[src/rtl/demux_stream_1ton.sv]
// Registered 1-to-N stream demultiplexer with a one-entry slot per channel.
// Supports a broadcast mode, and sinks unicasts to a nonexistent channel while counting them.
module demux_stream_1ton #(
    parameter int WIDTH    = 16,
    parameter int CHANNELS = 2,
    parameter int SEL_W    = $clog2(CHANNELS)
) (
    input  logic                      clk,
    input  logic                      rst,
    input  logic [WIDTH-1:0]          in_data,
    input  logic [SEL_W-1:0]          in_sel,
    input  logic                      in_bcast,
    input  logic                      in_valid,
    output logic                      in_ready,
    output logic [CHANNELS*WIDTH-1:0] out_data,
    output logic [CHANNELS-1:0]       out_valid,
    input  logic [CHANNELS-1:0]       out_ready,
    output logic                      drop_pulse,
    output logic [7:0]                drop_cnt
);

    logic [CHANNELS-1:0][WIDTH-1:0] data_q;
    logic [CHANNELS-1:0]            valid_q;
    logic [CHANNELS-1:0]            free;
    logic [CHANNELS-1:0]            load;
    logic                           sel_hit;
    logic                           sel_free;
    logic                           accept;
    logic                           drop;

    // A full slot that drains this cycle can take a new word (full-rate pass-through).
    assign free = ~valid_q | out_ready;

    always_comb begin
        sel_hit  = 1'b0;
        sel_free = 1'b0;
        for (int k = 0; k < CHANNELS; k++) begin
            if (in_sel == SEL_W'(k)) begin
                sel_hit  = 1'b1;
                sel_free = free[k];
            end
        end
    end

    always_comb begin
        if (in_bcast)
            in_ready = &free;
        else if (sel_hit)
            in_ready = sel_free;
        else
            in_ready = 1'b1;
    end

    assign accept = in_valid & in_ready;
    assign drop   = accept & ~in_bcast & ~sel_hit;

    always_comb begin
        load = '0;
        for (int k = 0; k < CHANNELS; k++)
            load[k] = accept & (in_bcast | (in_sel == SEL_W'(k)));
    end

    always_ff @(posedge clk or posedge rst) begin
        if (rst) begin
            data_q  <= '0;
            valid_q <= '0;
        end else begin
            for (int k = 0; k < CHANNELS; k++) begin
                if (load[k])
                    data_q[k] <= in_data;
                valid_q[k] <= load[k] | (valid_q[k] & ~out_ready[k]);
            end
        end
    end

    always_ff @(posedge clk or posedge rst) begin
        if (rst) begin
            drop_pulse <= 1'b0;
            drop_cnt   <= 8'd0;
        end else begin
            drop_pulse <= drop;
            if (drop && drop_cnt != 8'hFF)
                drop_cnt <= drop_cnt + 8'd1;
        end
    end

    assign out_data  = data_q;
    assign out_valid = valid_q;

endmodule

[config.mk]
export PLATFORM = sky130hd
export DESIGN_NAME = demux_stream_1ton
export DESIGN_NICKNAME = d
export VERILOG_FILES = /design/src/rtl/demux_stream_1ton.sv
export SDC_FILE = /design/constraint.sdc
export NUM_CORES = 1
export LEC_CHECK = 0
export CAP_MARGIN = 30
export CORE_UTILIZATION = 37
export DETAILED_ROUTE_END_ITERATION = 6
export HOLD_SLACK_MARGIN = 0.06
export PLACE_DENSITY = 0.76
export SETUP_SLACK_MARGIN = 0.2
export SYNTH_ARGS = -nofsm -noshare
export SYNTH_HDL_FRONTEND = slang
export SYNTH_SLANG_ARGS = --single-unit
[constraint.sdc]
create_clock -name clk -period 1.57 [get_ports clk]
set_clock_uncertainty 0.05 [all_clocks]
set_input_delay 0.314 -clock clk [delete_from_list [all_inputs] [get_ports clk]]
set_output_delay 0.314 -clock clk [all_outputs]
set_load 0.01 [all_outputs]
==> results.toml, run 1 <==
[drt]
first_pass_iters = 2
drtIter0Drc = 23
routed_wl_um = 3360
ant_nets = 0
vias = 1025
routedWlPerCell_um = 15.2
avgViaCountPerCell = 4.64
drcViolationCount = 0

[power_and_ir_drop]
p_leak_nw = 1.18
irDropWorstVdd_uv = 701
power.density_nw_per_um2 = 1160

[worst_setup_path]
cp.depth = 4
slowest_stage = "dfrtp_1"
r2r-end = "out_data[24]$_DFFE_PP0P_"
cp.required_ns = 1.69
critPathBufInv = 1
cp-endpoint = "out_data[24]$_DFFE_PP0P_"
cpPeakStageDelay_ns = 0.42
critical_path_class = "reg -> reg"
crit_start = "out_valid[1]$_DFF_PP0_"
critical_path_arrival_ns = 1.69
crit_path_end_kind = "flip-flop"
start_kind = "flip-flop"
worst-r2r-cell-count = 4
rrSetupSlack_ns = -0.004
crit_chain = "nor2b_4 -> a311oi_4 -> buf_4 -> mux2_2"
r2r_start = "out_valid[1]$_DFF_PP0_"
path_max_fanout = 4
crit_family = "flip-flops"

[cts]
cts-htree-levels = 2
root_buffer = "clkbuf_8"
cts_hold_buf = 0
cts_tree = "built"
path_clk_slew_ns = 0.06
clockBufferDepth = 2
clock_sinks = 34
cts_made_buffers = 5
clock_latency_ns = 0.28

[logic_synthesis]
synth_compound_area_frac = 0.0390
synth.area.mux_share = 0.273
synth_top_family_by_area = "multiplexers"
synth_seq_cells = 34
synthCells = 92
syn_area_sq_um = 1450
synth-adder-area-share = 0
synth_seq_area_share = 0.589
yosys.area_share.simple = 0.0320
postSynthAreaPerCell_sq_um = 15.7
synth_xor_area_frac = 0
ys_warn_count = 0
ys_types = 17

[grt]
grt_pass1_wl_um = 5600
grt-ovfl-total = 0
grt_use_total = 0.190
grt_max_degree = 23
antenna_found_initial = 0
grt_pass1_vias = 1124

[finish]
multi_input_area_sq_um = 652
drive_gt1_frac = 0.399
nFillCells = 307
antenna_cells = 0
seqCellArea_sq_um = 851
synthToLayoutAreaGrowth_pct = 65.0
nets = 196

[timing]
setup_viol = 4
holdWs_ns = 0.290
setup_tns_ns = -0.00479
slew_violations = 0
finalWorstPathRequiredPeriod_ns = 1.57
finalHoldViolCount = 0
clock.fmax_mhz = 636
setup_slack_ns = -0.00354
rsz0062_at_grt = "true"
fin_crit_sh = 1.00

[placed_design]
gp_congestion = 0.925
portBuffers = 57
dp_slack_ns = -0.517
dp_hpwl_um = 2350

[die]
io_pins = 67
design.core.area_sq_um = 3720
die_w_um = 64.5
start_util = 0.389
rows = 22
die_y_um = 64.5
dieArea_sq_um = 4160

[outcome]
outcome = "finished with violations"
violations = "negative setup slack"

[worst_hold_path]
hold_path.class = "in -> async"

[run]
maxCapViolCount = 0
worst reg2reg max path, cell delays in order (launching register included):
cell and delay (ns):
dfrtp_1 0.42, nor2b_4 0.16, a311oi_4 0.29, buf_4 0.21
mux2_2 0.33
power by group:
part           total [mW]  internal [mW]  switching [mW]
Sequential           1.19           1.08           0.116
Combinational       0.989          0.618           0.371
Clock               0.589          0.305           0.284
Total                2.77           2.00           0.772
worst min path at each step:
stage,cells past startpoint,startpoint,slack (ns),endpoint
finish,3,rst,0.29,out_data[3]$_DFFE_PP0P_
global route,3,rst,0.33,out_data[22]$_DFFE_PP0P_
global placement,1,out_data[15]$_DFFE_PP0P_,0.44,out_data[15]$_DFFE_PP0P_
CTS,3,rst,0.29,out_data[3]$_DFFE_PP0P_
floorplan,1,rst,0.41,out_data[0]$_DFFE_PP0P_
detailed placement,1,out_data[20]$_DFFE_PP0P_,0.44,out_data[20]$_DFFE_PP0P_
per-layer routing:
layer  track usage  routed length, um  vias up  share of wire
met3        0.0458                154        8          0.046
li1              -                  -      460              -
met4         0.119                 84        0          0.025
met2         0.332               1860       41           0.55
met5             0                  0        -              0
met1         0.205               1260      516           0.38
Yosys cell counts (all sizes together):
master / count / area (sq um)
nand2b: 3 / 26.3
a311oi: 1 / 26.3
inv: 2 / 7.51
dfrtp: 34 / 851
mux2: 32 / 394
o21ai: 3 / 15.0
conb: 1 / 3.75
or2: 1 / 6.26
nor2b: 1 / 6.26
nand2: 1 / 3.75
o2111ai: 1 / 15.0
nor2: 1 / 3.75
buf: 11 / 86.3
per-stage QoR:
step           utilization  area (sq um)  cells  power (mW)
2_1_floorplan            -          1530    100        1.66
3_3_place_gp         0.589          2190    206        2.20
3_5_place_dp         0.589          2190    206        2.23
4_1_cts              0.636          2360    218        2.79
5_1_grt              0.642          2380    221        2.93
6_report             0.642          2380    221        2.77
timing repair:
item                                    in CTS  in global routing
pin swaps                                    2                  1
gates cloned                                 2                  0
hold endpoints to repair                     0                  0
buffers inserted                             3                  3
resized for setup                           70                  5
endpoints found under the setup margin      69                 36
cell type report:
type | count | area share
multi-input combinational | 53 | 0.273
clock buffer | 7 | 0.0320
inverter | 2 | 0.00315
tap | 48 | 0.0252
sequential | 34 | 0.357
timing repair buffer | 77 | 0.310
cells in the final DEF (no fill, tap or decap), types with 2 or more instances in the layout:
master,n
dlygate4sd2_1,35
dfrtp_1,34
mux2_4,30
clkdlybuf4s50_1,17
buf_4,11
conb_1,9
clkbuf_8,5
buf_6,5
nand2b_4,3
buf_12,3
inv_1,2
mux2_2,2
clkbuf_1,2
clkdlybuf4s15_1,2
buf_2,2
cell families (layout without fill, tap and decap cells):
logic type      after synthesis  after routing
other cells                   1              9
buf+inv                      13             86
compound gates                5              5
mux                          32             32
flops                        34             34
simple gates                  7              7
registers in the layout, indices dropped and copies added, names as in the netlist:
register	flops
out_data	32
out_valid	2
No activity file was read; power rests on OpenSTA's default activity.
==> run 2: changes to the inputs <==
--- a/config.mk
+++ b/config.mk
@@ -6,11 +6,14 @@
 export NUM_CORES = 1
 export LEC_CHECK = 0
 export CAP_MARGIN = 30
-export CORE_UTILIZATION = 37
+export CELL_PAD_IN_SITES_DETAIL_PLACEMENT = 1
+export CELL_PAD_IN_SITES_GLOBAL_PLACEMENT = 2
+export CORE_UTILIZATION = 23
 export DETAILED_ROUTE_END_ITERATION = 6
 export HOLD_SLACK_MARGIN = 0.06
-export PLACE_DENSITY = 0.76
+export PLACE_DENSITY_LB_ADDON = 0.1
 export SETUP_SLACK_MARGIN = 0.2
+export SKIP_CTS_REPAIR_TIMING = 1
 export SYNTH_ARGS = -nofsm -noshare
 export SYNTH_HDL_FRONTEND = slang
 export SYNTH_SLANG_ARGS = --single-unit
==> run 2 against run 1 <==
- global-route usage decreased by 7.3 points
- largest power group unchanged
- largest cell class is now non-clock buffers
- the run still ends with negative setup slack left
- critical path depth is 1 higher
- final cell count is 9.5% higher
==> results.toml, run 2 (synthesis results as in run 1) <==
[outcome]
violations = "negative setup slack"
outcome = "finished with violations"

[cts]
clockBufferDepth = 2
path_clk_slew_ns = 0.07
clock_latency_ns = 0.28
clock_sinks = 34
cts_tree = "built"
cts-htree-levels = 2
cts_made_buffers = 5
root_buffer = "clkbuf_8"

[timing]
fin_crit_sh = 1.02
clock.fmax_mhz = 622
slew_violations = 0
setup_slack_ns = -0.0387
rsz0062_at_grt = "true"
finalHoldViolCount = 0
setup_viol = 12
finalWorstPathRequiredPeriod_ns = 1.61
holdWs_ns = 0.320

[power_and_ir_drop]
switching_share = 0.271
finalPower_mw = 2.87
power.density_nw_per_um2 = 1120
switching_power_mw = 0.776
irDropWorstVdd_uv = 443
power_frac_comb = 0.380
intPower_mw = 2.09
p_clk_frac = 0.207
p_leak_nw = 1.49
pwr-share-seq = 0.414

[die]
dieArea_sq_um = 6600
io_pins = 67
die_y_um = 81.3
die_w_um = 81.3
rows = 28
design.core.area_sq_um = 5990
start_util = 0.241

[drt]
routedWlPerCell_um = 15.9
drtIter0Drc = 8
avgViaCountPerCell = 4.06
routed_wl_um = 3850
first_pass_iters = 2
ant_nets = 0
drcViolationCount = 0
vias = 983

[placed_design]
place_inst = 229
portBuffers = 57
gp_congestion = 0.690
dp_hpwl_um = 2410

[finish]
drive_gt1_frac = 0.371
layout_common_cells = "39 x dlymetal6s2s_1, 34 x dfrtp_1, 32 x mux2_4, 17 x clkdlybuf4s50_1, 9 x conb_1"
final_core_util = 0.427
final_common_cell = "dlymetal6s2s_1"
synthToLayoutAreaGrowth_pct = 77.1
largest_reg_flops = 32
nFillCells = 601
nets = 190
finalNonFillerCells = 242
antenna_cells = 0

[worst_setup_path]
cp.required_ns = 1.68
critical_path_class = "reg -> reg"
rrSetupSlack_ns = -0.04
path_max_fanout = 8
crit_family = "buffers and inverters"
cpPeakStageDelay_ns = 0.38
slowest_stage = "dfrtp_1"
crit_chain = "buf_4 -> a311oi_4 -> buf_6 -> clkbuf_16 -> mux2_4"
crit_path_end_kind = "flip-flop"
critical_path_arrival_ns = 1.72
start_kind = "flip-flop"
critPathBufInv = 3

[grt]
grt_use_total = 0.117
antenna_found_initial = 0
grt-ovfl-total = 0
grt_pass1_vias = 1073
grt_max_degree = 35
grt_pass1_wl_um = 5600

[run]
maxCapViolCount = 0

[worst_hold_path]
hold_path.class = "in -> async"
[run 2: area by class of cell]
class                      instances  area, sq um  share of cell area
timing repair buffer              71          866               0.338
sequential                        34          851               0.332
multi-input combinational         53          666               0.260
tap                               75         93.8              0.0367
clock buffer                       7         76.3              0.0298
inverter                           2         7.51             0.00293
[run 2: worst min-delay path: cells and delay by family]
kind | cells | cell delay [ns]
buffers and inverters | 3 | 0.69
[run 2: power by group through the flow]
stage	clock (mW)	sequential, mW	combinational [mW]
final	0.592	1.19	1.09
after detailed placement	0	1.20	1.03
after CTS	0.628	1.19	1.03
after floorplan	0	1.29	0.370
after global placement	0	1.19	1.02
after global routing	0.670	1.22	1.16
[run 2: path summary, 6_finish.rpt]
| kind | cells after the start | endpoint | startpoint |
|---|---|---|---|
| worst max-delay path | 5 | out_data[29]$_DFFE_PP0P_ | out_valid[0]$_DFF_PP0_ |
| worst min-delay path | 3 | out_data[9]$_DFFE_PP0P_ | rst |
| worst max register to register | 5 | out_data[29]$_DFFE_PP0P_ | out_valid[0]$_DFF_PP0_ |
| worst min register to register | 1 | out_data[12]$_DFFE_PP0P_ | out_data[12]$_DFFE_PP0P_ |
| max in group asynchronous | 3 | out_valid[0]$_DFF_PP0_ | rst |
| min in group clk | 1 | out_data[12]$_DFFE_PP0P_ | out_data[12]$_DFFE_PP0P_ |
[run 2: layer usage]
metal | GRT usage | share of wire | vias to the layer above
met1 | 0.135 | 0.42 | 495
met2 | 0.200 | 0.53 | 35
met3 | 0.0360 | 0.042 | 5
li1 | - | - | 448
met5 | 0 | 0 | -
met4 | 0.0482 | 0.014 | 0
[run 2: metrics by stage]
| stage | setup TNS (ns) | area, sq um | worst slack (ns) |
|---|---|---|---|
| 2_1_floorplan | -0.465 | 1530 | -0.0517 |
| 5_1_grt | -1.33 | 2560 | -0.0731 |
| 3_3_place_gp | -15.22 | 2200 | -0.542 |
| 6_report | -0.304 | 2560 | -0.0387 |
| 4_1_cts | -6.89 | 2280 | -0.686 |
| 3_5_place_dp | -16.52 | 2200 | -0.679 |
==> run 3: changes to the inputs <==
--- a/config.mk
+++ b/config.mk
@@ -9,6 +9,7 @@
 export CELL_PAD_IN_SITES_DETAIL_PLACEMENT = 1
 export CELL_PAD_IN_SITES_GLOBAL_PLACEMENT = 2
 export CORE_UTILIZATION = 23
+export CTS_CLUSTER_SIZE = 40
 export DETAILED_ROUTE_END_ITERATION = 6
 export HOLD_SLACK_MARGIN = 0.06
 export PLACE_DENSITY_LB_ADDON = 0.1
==> results of run 3 <==
No change in the layout: final DEF, timing and power equal those of run 2.
